$ cat src/rtl/fetch_ctrl.sv
// fetch_ctrl: PC sequencer with jumps, taken-branch prediction, mispredict recovery and an address-limit halt
module fetch_ctrl #(
  parameter logic [31:0] RESET_PC    = 32'h0000_3000,
  parameter logic [31:0] MAX_INSADDR = 32'hffff_fff8
) (
  input  logic        clk,
  input  logic        rstn,
  input  logic        stall,
  input  logic [1:0]  if_jop,
  input  logic [25:0] if_imm,
  input  logic        id_jr,
  input  logic [31:0] id_rv,
  input  logic        id_br_valid,
  input  logic        id_br_taken,
  output logic [31:0] pc,
  output logic [31:0] npc,
  output logic        flush_if,
  output logic        halted,
  output logic [15:0] mispred_cnt
);
  typedef enum logic [1:0] {RUN, PRED, HALT} state_t;
  state_t state;
  logic [31:0] bpc, pc4, tgt;
  logic mis, br, jmp, over;
  always_comb begin
    pc4 = pc + 32'd4;
    mis = state == PRED && id_br_valid && !id_br_taken;
    br = if_jop == 2'b11;
    jmp = if_jop == 2'b01 || if_jop == 2'b10;
    tgt = id_jr ? id_rv
        : mis ? bpc + 32'd4
        : jmp ? {pc4[31:28], if_imm, 2'b00}
        : br ? pc4 + {{14{if_imm[15]}}, if_imm[15:0], 2'b00}
        : pc4;
    over = tgt > MAX_INSADDR;
    npc = !rstn ? RESET_PC : state == HALT ? pc : tgt;
    flush_if = rstn && !stall && state != HALT && (id_jr || mis);
  end
  // a redirect from ID makes the IF-stage jump class wrong-path, so only plain fetches may predict
  always_ff @(posedge clk or negedge rstn) begin
    if (!rstn) begin
      pc <= RESET_PC;
      bpc <= '0;
      state <= RUN;
      halted <= 1'b0;
      mispred_cnt <= '0;
    end else if (!stall && state != HALT) begin
      if (mis && !id_jr && mispred_cnt != 16'hffff) mispred_cnt <= mispred_cnt + 16'd1;
      if (over) begin
        state <= HALT;
        halted <= 1'b1;
      end else begin
        pc <= tgt;
        state <= (!id_jr && !mis && br) ? PRED : RUN;
        if (!id_jr && !mis && br) bpc <= pc;
      end
    end
  end
endmodule

$ cat config.mk
export PLATFORM = sky130hd
export DESIGN_NAME = fetch_ctrl
export DESIGN_NICKNAME = d
export VERILOG_FILES = /design/src/rtl/fetch_ctrl.sv
export SDC_FILE = /design/constraint.sdc
export NUM_CORES = 1
export LEC_CHECK = 0
export ABC_CLOCK_PERIOD_IN_PS = 10000
export CORE_ASPECT_RATIO = 0.7
export CORE_MARGIN = 3
export CORE_UTILIZATION = 45
export DETAILED_ROUTE_END_ITERATION = 16
export PLACE_DENSITY = 0.69
export SLEW_MARGIN = 0
export SYNTH_ARGS = -nofsm -noshare
export SYNTH_HDL_FRONTEND = slang
export SYNTH_SLANG_ARGS = --single-unit
$ cat constraint.sdc
create_clock -name clk -period 10 [get_ports clk]
set_clock_uncertainty 0.15 [all_clocks]
set_input_delay 2.5 -clock clk [delete_from_list [all_inputs] [get_ports clk]]
set_output_delay 2.5 -clock clk [all_outputs]
set_load 0.1 [all_outputs]
* Word-level counts from Yosys, hierarchy flattened
Index checks and enable logic that the tools add are counted.
** Storage, ports and cells
- Bits in registers :: 83
- Word-level logic and storage cells :: 46
- Bits of input ports :: 66
- Output and inout port bits :: 82
** Operators by class
- $add $sub $neg :: 4
- Eq/ne operators :: 7
- Bitwise gates (word level) :: 1
- Multiplexer cells :: 8
- Reductions and logical operators :: 20
- Magnitude comparators :: 1
** Operators by type and width (count)
- 2-to-1 mux 32 bit :: 6
- adder 32 x 3 -> 32 bit (second input constant) :: 2
- adder 32 bit :: 1
- > comparator 32 bit (second input constant) :: 1
- adder 16 x 1 -> 16 bit (second input constant) :: 1
- != test 16 bit (second input constant) :: 1
- logical AND 1 bit :: 10
- equality test 2 bit (second input constant) :: 3
- AND reduction 2 bit :: 3
- equality test 2 x 1 -> 1 bit (second input constant) :: 2
- logical NOT 1 bit :: 4
- AND reduction 3 bit :: 1
- logical OR 1 bit :: 2
- 2-to-1 mux 2 bit :: 1
- != test 2 bit (second input constant) :: 1
- 2-to-1 mux 1 bit :: 1
- NOT 1 bit :: 1

* Depth between registers and ports, before layout
- Depth in word-level cells :: 9
- Depth in mapped cells :: 24
- Gate-level depth less buffers :: 20

* Least setup slack after synthesis
Ideal clock, no wire load.
- Kind :: input-to-output
- Start point :: in if_imm[3]
- End point :: out npc[27]
- Cell stages on the path :: 10
- Required time :: 7.350 ns
- Slack :: 0.530 ns
- Arrival :: 6.820 ns
- Path buffers :: 0
- Cell sequence :: ha_1 nand3_1 nor2_2 o21ai_1 a2111o_1 a2111oi_4 mux2i_1 a2111oi_2 nand2_1 a21boi_0
** Between the ends
- Longest elaborated chain between the ends :: 7
** Ends and longest elaborated chain
- start, declared :: RTL line 10 : input logic [25:0] if_imm,
- adder 32 bit :: RTL line 33 : : br ? pc4 + {{14{if_imm[15]}}, if_imm[15:0], 2'b00}
- 2-to-1 mux 32 bit :: RTL line 33
- 2-to-1 mux 32 bit :: RTL line 32 : : jmp ? {pc4[31:28], if_imm, 2'b00}
- 2-to-1 mux 32 bit :: RTL line 31 : : mis ? bpc + 32'd4
- 2-to-1 mux 32 bit :: RTL line 30 : tgt = id_jr ? id_rv
- 2-to-1 mux 32 bit (2 in a row) :: RTL line 36 : npc = !rstn ? RESET_PC : state == HALT ? pc : tgt;
- end, declared :: RTL line 16 : output logic [31:0] npc,
Every way passes these cells.

* Final worst setup path
- Start point :: in if_imm[15]
- End point :: out npc[22]
Same word-level chain as after synthesis.

==> impl_results.md <==
- Fin crit period: between 9 and 10 ns
- DR DRC count: 0
- Seq pwr share: about a fifth
- Max-slew violations: 0
- WS Path Type: input port to output pin
- Total grt overflow: 0
- MaxCap Viol Count: 0
- GR peak layer: met2
- Syn nets: 1070
- Cell Int Power: 1.40 mW
- CTS tree: built
- Cell family contributing the most delay on the critical path: simple AND/OR/NAND/NOR gates
- Routability cong.: 0.983
- FF-to-FF path depth: 19
- Fin Setup TNS: 0 ns
- Hold WS: about 0.31 ns
- Worst Min Path Start: halted
- Sw power: between 1.5 and 2 mW
- Post-synth EDFFs: 0
- Hold depth: 1
- Crit path launch type: input port
- GRT Overall Usage: between 20% and 30%
- Most frequent cells in the layout: nand2_1 (130), clkdlybuf4s50_1 (113), dfrtp_1 (81), o21ai_0 (64)
- Util after Layout: ~58%
- Reg-to-Reg Start: pc[4]
- Yosys warns: 0
- CP Buf/Inv Count: 2
- Primary FF master, synth: dfrtp_1
- Diodes inserted: 0
- Met2 Resource Use GR: a little over two fifths
- Endpoints failing setup: 0
- Synth cell types: 81
- Cells after Synth: between 900 and 1000
- Clk pwr share: 10.4%
- DRT Pass-1 Iters: 6
- Sw frac: 58.1%
- Drt via density: 6.24
- HPWL after DPL: ~22000 um
- Worst VDD drop: approximately 0.32 mV
- Post_cts resized: 0
- FF-to-FF End: bpc[31]
- Postcts setup bufs: 0
- Worst Hold End: halted
- Logic pwr share: between 60% and 70%
- Tot Pwr: roughly 3.3 mW
- Die ar.: 19500 um^2
- Synth Area per Inst: just over 8 um^2
- Port-buffer cells: 147
- Largest stage delay, worst path: about 0.65 ns
- Register area share after synthesis: roughly 26%
- Share of cells above drive strength 1: 13.5%
- Vias in the first global route: roughly 8000
- FP Rows: 40
- R2r setup slk: ~2.7 ns
- Worst hold path class: flip-flop to flip-flop
- Final Net Count: about 1200
- Upper clock frequency limit: 0.111 GHz
- Clock-pin slew on the worst setup and hold paths: ~0.060 ns
- Area delta synth->final: 25.5%
- Routed WL: slightly below 30000 um
- Worst rel slew slack: a little over a fifth
- Met3 Resource Use GR: 6.81%
- Leak Pwr: around 4.3 nW
- Via count: between 8000 and 9000
- Sink Count: 83
- Starting Density: roughly 46%
- DRT iter0 DRCs: roughly 820
- Crit path DAT: ~6.4 ns
- Slowest cell on the critical path: clkdlybuf4s50_1
- RSZ-0062 raised after global routing: false
- Worst path cell trace: clkdlybuf4s50_1 > ha_1 > nand4_1 > or3_1 > or2_2 > o221a_2 > xnor2_1 > nand2_1 > a222oi_1 > nand2_1 > a21boi_0 > buf_4
- CP most frequent cell: nand2_1
- Placed Cells: 1317
- Cell Area, Synth: 8040 um^2
- CTS buffer count: 9
- Critical path endpoint category: output pin
- Die H: around 120 um
- Io pins: 148
- First-pass GRT wire length: around 46000 um
- DR WL/cell: roughly 22 um
- Worst-path fanout max: 11
- Clock Path Buffers: 2
- Core ar.: 17300 um^2
- # hold bufs at CTS: 0
- Commonest non-fill, non-tap cell in the layout: nand2_1
- Outcome: completed
- Die Wd: ~170 um
- Initial antenna violation count: 0
- ANT nets after route: 0
- Clk_lat worst skew: 0.34 ns
- Post-synthesis async set-or-reset flop share: between 90% and 100%
- M1 GR Usage: about 42%
- Clk root buf: clkbuf_16
- Instance count on the critical path: 12
- Post-route clock period utilization: roughly nine tenths
- Post-route insts no fill: ~1300
- Final hold viol count: 0
- H-tree depth: 3
- Req. time, crit path: about 7.4 ns
- PwrDens: 330 nW/um^2
- FF+latch count, synth: between 80 and 90
- Largest net degree at the start of global routing: 49
- Actual slew at the worst max-slew pin: approximately 1.2 ns
## sequential cells by signal, summed over array words and instances (netlist names)
| signal | flops |
|---|---|
| bpc | 32 |
| pc | 32 |
| mispred_cnt | 16 |
| state | 2 |
| halted | 1 |
## through the flow
step           setup slack [ns]  cell area, um^2
5_1_grt                   0.630            10100
2_1_floorplan             0.530             8040
4_1_cts                   0.983            10100
3_3_place_gp               1.09             9780
6_report                  0.965            10100
3_5_place_dp               1.05             9780
## power by group through the flow
stage          Sequential, mW  Combinational, mW  Clock [mW]
2_1_floorplan            1.08               1.25           0
3_3_place_gp            0.701               2.23           0
3_5_place_dp            0.701               2.25           0
4_1_cts                 0.698               2.26       0.351
5_1_grt                 0.724               2.42       0.366
6_report                0.706               2.28       0.348
## worst max path at each step
stage	from	to
6_report	if_imm[15]	npc[22]
5_1_grt	if_imm[15]	npc[29]
4_1_cts	if_imm[15]	npc[22]
3_5_place_dp	if_imm[15]	npc[29]
3_3_place_gp	if_imm[15]	npc[29]
2_1_floorplan	if_imm[3]	npc[27]
## Yosys cell counts (6+ instances only)
| cell type | number | area share [%] |
|---|---|---|
| nand3_1 | 33 | 2.1 |
| mux2i_1 | 7 | 0.87 |
| a221oi_1 | 8 | 0.87 |
| dfrtp_1 | 81 | 25 |
| mux2_4 | 25 | 4.7 |
| o211a_1 | 14 | 1.7 |
| buf_1 | 6 | 0.28 |
| xor2_1 | 23 | 2.5 |
| mux2_2 | 23 | 3.2 |
| or2_2 | 8 | 0.62 |
| and4_1 | 12 | 1.3 |
| a21oi_1 | 61 | 3.8 |
| ha_1 | 34 | 5.3 |
| a21boi_0 | 16 | 1.5 |
| buf_2 | 10 | 0.62 |
| nand2_1 | 130 | 6.1 |
| o211ai_1 | 6 | 0.56 |
| a21o_1 | 11 | 1.0 |
| nor3_1 | 23 | 1.4 |
| o21a_1 | 9 | 0.84 |
| nor4_1 | 7 | 0.54 |
| o221ai_1 | 6 | 0.65 |
| a31oi_1 | 7 | 0.54 |
| xnor2_1 | 60 | 6.5 |
| nor2_1 | 62 | 2.9 |
| clkbuf_1 | 31 | 1.4 |
| nand4_1 | 29 | 2.3 |
| inv_1 | 24 | 1.1 |
| and3_1 | 20 | 1.6 |
| a211oi_1 | 14 | 1.3 |
| a221o_1 | 6 | 0.75 |
| o21ai_0 | 64 | 4.0 |
| or3_1 | 9 | 0.70 |
## layer usage
metal  wire [um]  vias to the layer above
met5           0                        -
met4         845                        0
met3        2790                       68
met2       12400                      469
met1       13100                     3904
li1            -                     3874
## cell type report
cell class / count / area [um^2]
Clock buffer: 11 / 253
Clock inverter: 5 / 60.1
Fill cell: 1582 / 7230
Inverter: 25 / 93.8
Multi-Input combinational cell: 808 / 5630
Sequential cell: 83 / 2080
Tap cell: 231 / 289
Timing Repair Buffer: 170 / 1680
## worst register-to-register path, cell delays in order, from the launching register on
cell and delay, ns:
dfrtp_1 0.55, nand4_1 0.39, nor2_1 0.70, and4_1 0.30, xnor2_1 0.15, inv_1 0.08
ha_1 0.38, a21oi_1 0.25, o21ai_0 0.20, a211oi_1 0.47, nor2_1 0.24, and4_1 0.26
nor4_2 0.56, nand4_1 0.15, or4b_1 0.62, nand4bb_4 0.27, o31ai_4 0.22, or2_2 0.61
buf_4 0.31, mux2_2 0.35
## kinds of logic after synthesis
| family | Yosys count | synth area share (%) |
|---|---|---|
| buf+inv | 78 | 4.30 |
| xor+xnor | 83 | 9.05 |
| flops | 83 | 25.9 |
| mux | 55 | 8.77 |
| simple gates | 366 | 23.0 |
| fa+ha+maj | 35 | 5.54 |
| compound gates | 269 | 23.4 |
Note: power is estimated with default switching activity, not from simulation.
